==> config.mk <==
export PLATFORM = sky130hd
export DESIGN_NAME = universal_counter_md
export DESIGN_NICKNAME = d
export VERILOG_FILES = /design/src/rtl/universal_counter_md.sv
export SDC_FILE = /design/constraint.sdc
export NUM_CORES = 1
export LEC_CHECK = 0
export BUFFER_PORTS_ARGS = -buffer_cell sky130_fd_sc_hd__clkbuf_2
export CAP_MARGIN = 40
export CORE_MARGIN = 2
export CORE_UTILIZATION = 47
export DETAILED_ROUTE_END_ITERATION = 12
export GPL_TIMING_DRIVEN = 0
export HOLD_SLACK_MARGIN = 0.06
export PLACE_DENSITY = 0.75
export SETUP_SLACK_MARGIN = 0.05
export SLEW_MARGIN = 20
export SYNTH_ARGS = -nofsm -noshare
export SYNTH_HDL_FRONTEND = slang
export SYNTH_SLANG_ARGS = --single-unit
==> constraint.sdc <==
create_clock -name clk -period 1.87 [get_ports clk]
set_clock_uncertainty 0.2 [all_clocks]
set_input_delay 0.374 -clock clk [delete_from_list [all_inputs] [get_ports clk]]
set_output_delay 0.374 -clock clk [all_outputs]
set_load 0.1 [all_outputs]
==> src/rtl/universal_counter_md.sv <==
// Multi-digit cascaded up/down counter with hex or BCD digits, parallel load,
// terminal-count detect, registered wrap pulse and optional saturation.
module universal_counter_md #(
  parameter int DIGITS   = 2,
  parameter bit SATURATE = 1'b0
) (
  input  logic                  clk,
  input  logic                  rst_n,
  input  logic                  clear,
  input  logic                  load,
  input  logic [4*DIGITS-1:0]   load_val,
  input  logic                  mode,
  input  logic                  incr,
  input  logic                  pause,
  output logic [4*DIGITS-1:0]   count,
  output logic                  tc,
  output logic                  ovf
);

  localparam int W = 4 * DIGITS;

  logic [W-1:0] count_q, count_d;
  logic         ovf_q, ovf_d;
  logic [W-1:0] step_val;
  logic [W-1:0] max_val;
  logic         tc_c;
  logic         en;
  logic [4:0]   dig;

  // Returns {carry/borrow, next digit}. Decimal rules also absorb illegal A..F digits.
  function automatic logic [4:0] step_digit(input logic [3:0] d, input logic hex, input logic up);
    logic [4:0] r;
    if (up) begin
      if (hex ? (d == 4'hF) : (d >= 4'd9)) r = {1'b1, 4'h0};
      else                                 r = {1'b0, d + 4'd1};
    end else begin
      if (d == 4'h0)                       r = {1'b1, hex ? 4'hF : 4'h9};
      else if (!hex && (d > 4'd9))         r = {1'b0, 4'h9};
      else                                 r = {1'b0, d - 4'd1};
    end
    return r;
  endfunction

  always_comb begin
    step_val = count_q;
    max_val  = '0;
    en       = 1'b1;
    dig      = '0;
    // Ripple the carry/borrow chain through all digits within one cycle.
    for (int i = 0; i < DIGITS; i++) begin
      max_val[4*i +: 4] = mode ? 4'hF : 4'h9;
      dig = step_digit(count_q[4*i +: 4], mode, incr);
      if (en) begin
        step_val[4*i +: 4] = dig[3:0];
        en                 = dig[4];
      end
    end
    tc_c = incr ? (count_q == max_val) : (count_q == '0);
  end

  always_comb begin
    count_d = count_q;
    ovf_d   = 1'b0;
    if (clear) begin
      count_d = '0;
    end else if (load) begin
      count_d = load_val;
    end else if (!pause) begin
      if (!(tc_c && SATURATE)) begin
        count_d = step_val;
        ovf_d   = tc_c;
      end
    end
  end

  always_ff @(posedge clk) begin
    if (!rst_n) begin
      count_q <= '0;
      ovf_q   <= 1'b0;
    end else begin
      count_q <= count_d;
      ovf_q   <= ovf_d;
    end
  end

  assign count = count_q;
  assign ovf   = ovf_q;
  assign tc    = tc_c;

endmodule

==> run_results.csv, run 1 <==
group,metric,value,unit
finish,fillerInstances,151,
global_routing,antenna_found_initial,0,
finish,final_design_area_no_fill,1460,µm²
route,post_drt_wl_per_cell,15.5,µm
critical_path,timing.critical_path.fanout_max,4,
cts,cts_tree,"built",
floorplanning,die-width,49.5,µm
synthesis,avgSynthCellArea,7.15,µm²
critical_path,cp-startpoint,"count[0]",
sta,report.final.slew_viol_count,0,
floorplanning,die_h,49.5,µm
floorplanning,pin_count,25,
synthesis,synth_common_cells,"sky130_fd_sc_hd__dfxtp_1, sky130_fd_sc_hd__inv_1, sky130_fd_sc_hd__nor2_1",
floorplanning,std_cell_rows,16,
route,antenna_left,0,
global_routing,global_route.usage.total,0.250,
synthesis,ys.flop_type,"sky130_fd_sc_hd__dfxtp_1",
pwr,cellPowerDensity,507,nW/µm²
sta,finalSetupViolations,10,
finish,instances_no_fill,201,
floorplanning,core_area,1960,µm²
synthesis,async_reset_ff_frac,0,
sta,clock.fmax,423,MHz
pwr,total_power,0.739,mW
critical_path,worstPathArrival,1790,ps
status,violations,"negative setup slack",
cts,cts_htree_levels,1,
status,outcome,"finished, violations left",
global_routing,grt_start_max_net_pins,11,
critical_path,worstPathRequired,1300,ps
critical_path,critical_path.startpoint_type,"flop",
cts,cts.sinks,9,
critical_path,crit_path_end_kind,"output pin",
place,numPlacedInstances,185,
synthesis,synthDominantAreaCellType,"sky130_fd_sc_hd__dfxtp_1",
sta,setup_ws,-494,ps
place,buffer_ports.inserted,22,
critical_path,r2r_start,"count[1]",
critical_path,r2r_cells,9,
critical_path,crit-reg2reg-capture,"count[7]",
route,drt-pass1-iter-count,4,
place,placed_area,1190,µm²
pwr,max-vdd-ir-drop,0.349,mV
worst_hold_path,hold_path.class,"input pin to flop",
finish,n_antenna_cell,0,
synthesis,synth-edff-count,0,
critical_path,worst_path_max_delay_cell,"sky130_fd_sc_hd__or3b_4",
cts,cts_root_buffer,"sky130_fd_sc_hd__clkbuf_4",
cts,clock_latency,280,ps
synthesis,synth_fp_nets,158,
critical_path,critical_path_class,"flop to output pin",
finish,area_taken_by_multi_input_logic_gates,842,µm²
synthesis,ys_ff_latch,9,
finish,post_route_cells_drive_above_1_share,0.437,
route,viasPerCell,6.07,
place,detailedPlace.worstSlack,-511,ps
sta,post-route-period-util,1.26,
synthesis,seq_area_frac_synth,0.185,
job,timing.max_cap.violations,0,
cts,cts_inserted_buffers,3,
place,gpl.final_weighted_congestion,0.924,
critical_path,endpoint,"tc",
sta,maxSlewHeadroom,0.617,
floorplanning,initial_core_utilization,0.496,
global_routing,grt_pass1_vias,1042,
global_routing,grt-ovfl-total,0,
cts,cts_hold_buf,0,
critical_path,timing.critical_path.slowest_cell_delay,410,ps
finish,finish.utilization,0.744,
critical_path,r2r_slack,-330,ps
sta,unrepaired_setup_endpoints_after_global_routing,"yes",
synthesis,synthTopCellsByArea,"sky130_fd_sc_hd__dfxtp_1, sky130_fd_sc_hd__ha_1, sky130_fd_sc_hd__nand2b_1, sky130_fd_sc_hd__o21ai_0, sky130_fd_sc_hd__a21oi_1",
cts,clkTransAtPathRegs,60,ps
floorplanning,die_area,2450,µm²
route,totalWireLength,3.11,mm
finish,syn_to_final_growth,50.1,%
synthesis,synth_warnings,0,
sta,final-hold-violation-count,0,
pwr,leakagePower,0.577,nW
cts,clk_path_buf_depth,2,
route,number_of_drc_markers_after_the_initial_detailed_route_iteration,47,
global_routing,first_pass_grt_wire_length,4.79,mm
sta,period_minus_slack,2360,ps
sta,tightest_slew,574,ps
route,routed-via-count,1220,
route,remaining_drc_errors,0,
synthesis,ys_types,41,
finish,area_occupied_by_registers,203,µm²
critical_path,crit_path_cell_trace,"inv_4 > ha_4 > or3b_4 > nand2b_4 > o21ai_4 > clkbuf_16",
synthesis,syn_inst,136,
synthesis,proportion_of_netlist_area_held_by_the_largest_area_contributor,0.185,
place,dp.final_hpwl,2.00,mm
finish,final_nets,197,
synthesis,synth.cell_area,972,µm²
sta,fin_hold_ws,140,ps
sta,tns,-2570,ps
-- timing repair --
item                       4_1_cts  5_1_grt
pin swaps                       15       10
gates resized for setup         21       12
setup buffers                   10        3
setup endpoints to repair        8       11
-- cells in the final DEF, fill, tap and decap left out, types with 3 or more instances in the layout --
cell type                  instances
sky130_fd_sc_hd__nand3_1           5
sky130_fd_sc_hd__nand2_1           5
sky130_fd_sc_hd__o21ai_0           8
sky130_fd_sc_hd__a31oi_1           3
sky130_fd_sc_hd__dfxtp_4           5
sky130_fd_sc_hd__ha_1              5
sky130_fd_sc_hd__nor2_1            9
sky130_fd_sc_hd__buf_6             3
sky130_fd_sc_hd__buf_4             9
sky130_fd_sc_hd__clkbuf_1          4
sky130_fd_sc_hd__inv_1             6
sky130_fd_sc_hd__a21oi_1           7
sky130_fd_sc_hd__a32oi_1           4
sky130_fd_sc_hd__clkbuf_2         21
sky130_fd_sc_hd__o21ai_1           3
sky130_fd_sc_hd__nand2b_1          5
sky130_fd_sc_hd__clkbuf_4          4
sky130_fd_sc_hd__nor3_1            7
sky130_fd_sc_hd__nor2b_1           5
sky130_fd_sc_hd__dfxtp_2           3
sky130_fd_sc_hd__inv_2             4
-- worst max-delay path, delay by kind of cell, from the launching register on --
family / cells / cell delay [ps]
AND/OR/NAND/NOR: 2 / 570
adder cells (fa/ha/maj): 1 / 130
flip-flops: 1 / 350
buffers and inverters: 2 / 300
AO/OA/AOI/OAI: 1 / 160
-- area by class of cell --
type                    instances  area share
multi-input cells             106       0.577
repair buffers                 34       0.179
flip-flops and latches          9       0.139
inverters                      12      0.0343
plain buffers                   9      0.0292
well taps                      27      0.0232
clock buffers                   4      0.0180
-- routing by layer --
layer	vias to the layer above	GRT usage	wire (µm)
li1	583	-	-
met1	548	0.335	1280
met2	80	0.414	1500
met3	9	0.0545	289
met4	0	0.0509	36
met5	-	0	0
-- how the worst min path moves through the flow --
stage,slack (ps),cells after the start,to,start
detailed placement,400,2,count[0],count[0]
global placement,410,3,count[4],count[4]
CTS,140,3,count[0],load_val[0]
global route,160,3,count[0],load_val[0]
floorplan,320,2,count[0],load_val[0]
finish,140,3,count[0],load_val[0]
-- registers in the layout, indices dropped and copies added, names as in the netlist --
register / count
count: 8
ovf: 1
-- power by group --
part / internal (mW) / switching (mW) / total, mW
combinational: 0.138 / 0.227 / 0.365
sequential: 0.198 / 0.0134 / 0.211
clock: 0.0826 / 0.0803 / 0.163
-- cell families (layout without fill, tap and decap cells) --
group,Yosys count,count (layout),share of synthesized area
and+or+nand+nor,49,49,0.282
buffers and inverters,21,59,0.0862
xor gates and xnor gates,3,3,0.0270
AOI/OAI and AO/OA,47,47,0.329
adders and majority gates,7,7,0.0901
DFF,9,9,0.185
Note: power is estimated with default switching activity, not from simulation.
==> inputs of run 2 (changes only) <==
Settings changed: SETUP_SLACK_MARGIN 0.05 to not set.
==> run 2 against run 1 <==
Compared with the run above: the run still ends with negative setup slack left; hold slack improved by 4.5 ps; first-iteration DRC count rose by 8.5%; fmax fell by 0.62%; sequential cell count did not move; routed wire length fell by 2.3%.
==> run_results.csv, run 2 (synthesized netlist as in run 1, its figures left out) <==
group,metric,value,unit
cts,cts_tree,"built",
cts,cts_root_buffer,"sky130_fd_sc_hd__clkbuf_4",
critical_path,worstPathArrival,1810,ps
pwr,share_comb_of_total_power,0.477,
critical_path,critical_path_class,"flop to output pin",
sta,clock.fmax,420,MHz
floorplanning,std_cell_rows,16,
critical_path,timing.critical_path.fanout_max,8,
sta,maxSlewHeadroom,0.629,
finish,post_route_cells_drive_above_1_share,0.394,
finish,final_nets,193,
critical_path,critical_path.startpoint_type,"flop",
cts,cts.sinks,9,
sta,post-route-period-util,1.27,
finish,largest_reg_flops,8,
worst_hold_path,hold_path.class,"input pin to flop",
sta,report.final.slew_viol_count,0,
pwr,total_power,0.714,mW
pwr,leakagePower,0.543,nW
finish,n_antenna_cell,0,
route,routed-via-count,1201,
sta,setup_ws,-509,ps
floorplanning,pin_count,25,
finish,syn_to_final_growth,41.4,%
route,post_drt_wl_per_cell,15.4,µm
floorplanning,core_area,1960,µm²
global_routing,first_pass_grt_wire_length,4.86,mm
finish,instances_no_fill,197,
sta,tightest_slew,556,ps
place,dp.final_hpwl,2.05,mm
critical_path,worst_path_max_delay_cell,"sky130_fd_sc_hd__or4_1",
critical_path,crit_path_end_kind,"output pin",
cts,clock_latency,280,ps
pwr,p_int,0.404,mW
pwr,cellPowerDensity,520,nW/µm²
floorplanning,die-width,49.5,µm
pwr,share_of_total_power_consumed_by_net_switching,0.435,
global_routing,grt-ovfl-total,0,
floorplanning,die_area,2450,µm²
pwr,sequentialPowerShare,0.296,
cts,cts_inserted_buffers,3,
job,timing.max_cap.violations,0,
status,outcome,"finished, violations left",
sta,period_minus_slack,2380,ps
sta,final-hold-violation-count,0,
sta,unrepaired_setup_endpoints_after_global_routing,"yes",
cts,cts_htree_levels,1,
floorplanning,die_h,49.5,µm
finish,layout.cells.most_common,"sky130_fd_sc_hd__clkbuf_2",
place,placed_area,1190,µm²
critical_path,r2r_slack,-270,ps
cts,clkTransAtPathRegs,70,ps
place,detailedPlace.worstSlack,-513,ps
finish,most-common-layout-cells,"sky130_fd_sc_hd__clkbuf_2, sky130_fd_sc_hd__nor2_1, sky130_fd_sc_hd__o21ai_0",
cts,cts_hold_buf,0,
place,buffer_ports.inserted,22,
route,antenna_left,0,
route,remaining_drc_errors,0,
place,gpl.final_weighted_congestion,0.924,
global_routing,grt_pass1_vias,1077,
route,viasPerCell,6.10,
critical_path,worstPathRequired,1300,ps
critical_path,timing.critical_path.slowest_cell_delay,510,ps
global_routing,global_route.usage.total,0.259,
global_routing,grt_start_max_net_pins,11,
global_routing,antenna_found_initial,0,
critical_path,crit_path_cell_trace,"or4_1 > o22ai_1 > nand3_1 > o21ai_4 > clkbuf_16",
route,number_of_drc_markers_after_the_initial_detailed_route_iteration,51,
pwr,max-vdd-ir-drop,0.466,mV
route,drt-pass1-iter-count,4,
cts,clk_path_buf_depth,2,
finish,final_design_area_no_fill,1380,µm²
finish,finish.utilization,0.701,
floorplanning,initial_core_utilization,0.496,
sta,finalSetupViolations,9,
route,totalWireLength,3.04,mm
finish,fillerInstances,176,
pwr,clock_power_share,0.227,
pwr,p_sw,0.311,mW
status,violations,"negative setup slack",
place,numPlacedInstances,185,
==> run 2: final cells by class <==
type / instances / area (µm²) / share of cell area
Inverter: 12 / 50.0 / 0.0364
Sequential cell: 9 / 203 / 0.147
Timing Repair Buffer: 30 / 216 / 0.157
Tap cell: 27 / 33.8 / 0.0246
Clock buffer: 4 / 26.3 / 0.0191
Buffer: 9 / 41.3 / 0.0300
Multi-Input combinational cell: 106 / 805 / 0.585
==> run 2: through the flow <==
| step | hold WS, ps | TNS (ps) |
|---|---|---|
| finish | 144 | -2170 |
| global route | 144 | -2750 |
| CTS | 139 | -1910 |
| detailed placement | 412 | -1170 |
| global placement | 407 | -1070 |
| floorplan | 319 | -1740 |
==> run 2: metal layers <==
layer,global-route usage,routed length (µm),vias to the layer above
met5,0,0,-
met4,0.120,80,0
met3,0.0697,249,10
met2,0.426,1450,70
met1,0.313,1250,541
li1,-,-,580
==> run 2: worst paths after layout <==
kind                from       end  cells after the start
max             count[5]        tc                      5
min          load_val[4]  count[4]                      3
max reg2reg     count[1]  count[7]                      9
min reg2reg     count[4]  count[4]                      3
==> run 2: power by group through the flow <==
stage | Clock, mW | Combinational, mW | Sequential (mW)
global route | 0.177 | 0.361 | 0.213
floorplan | 0 | 0.168 | 0.278
finish | 0.162 | 0.341 | 0.211
detailed placement | 0 | 0.286 | 0.219
CTS | 0.167 | 0.328 | 0.210
global placement | 0 | 0.282 | 0.219
==> run 2: what timing repair did <==
item / 4_1_cts / 5_1_grt
gates resized for setup: 14 / 5
endpoints found under the setup margin: 6 / 9
pin swaps: 13 / 5
buffers inserted: 8 / 0
==> run 2: worst max-delay path: cells and delay by family (launching register included) <==
kind | cells | cell delay [ps]
flops | 1 | 370
buf+inv | 1 | 230
simple gates | 2 | 660
compound gates | 2 | 260
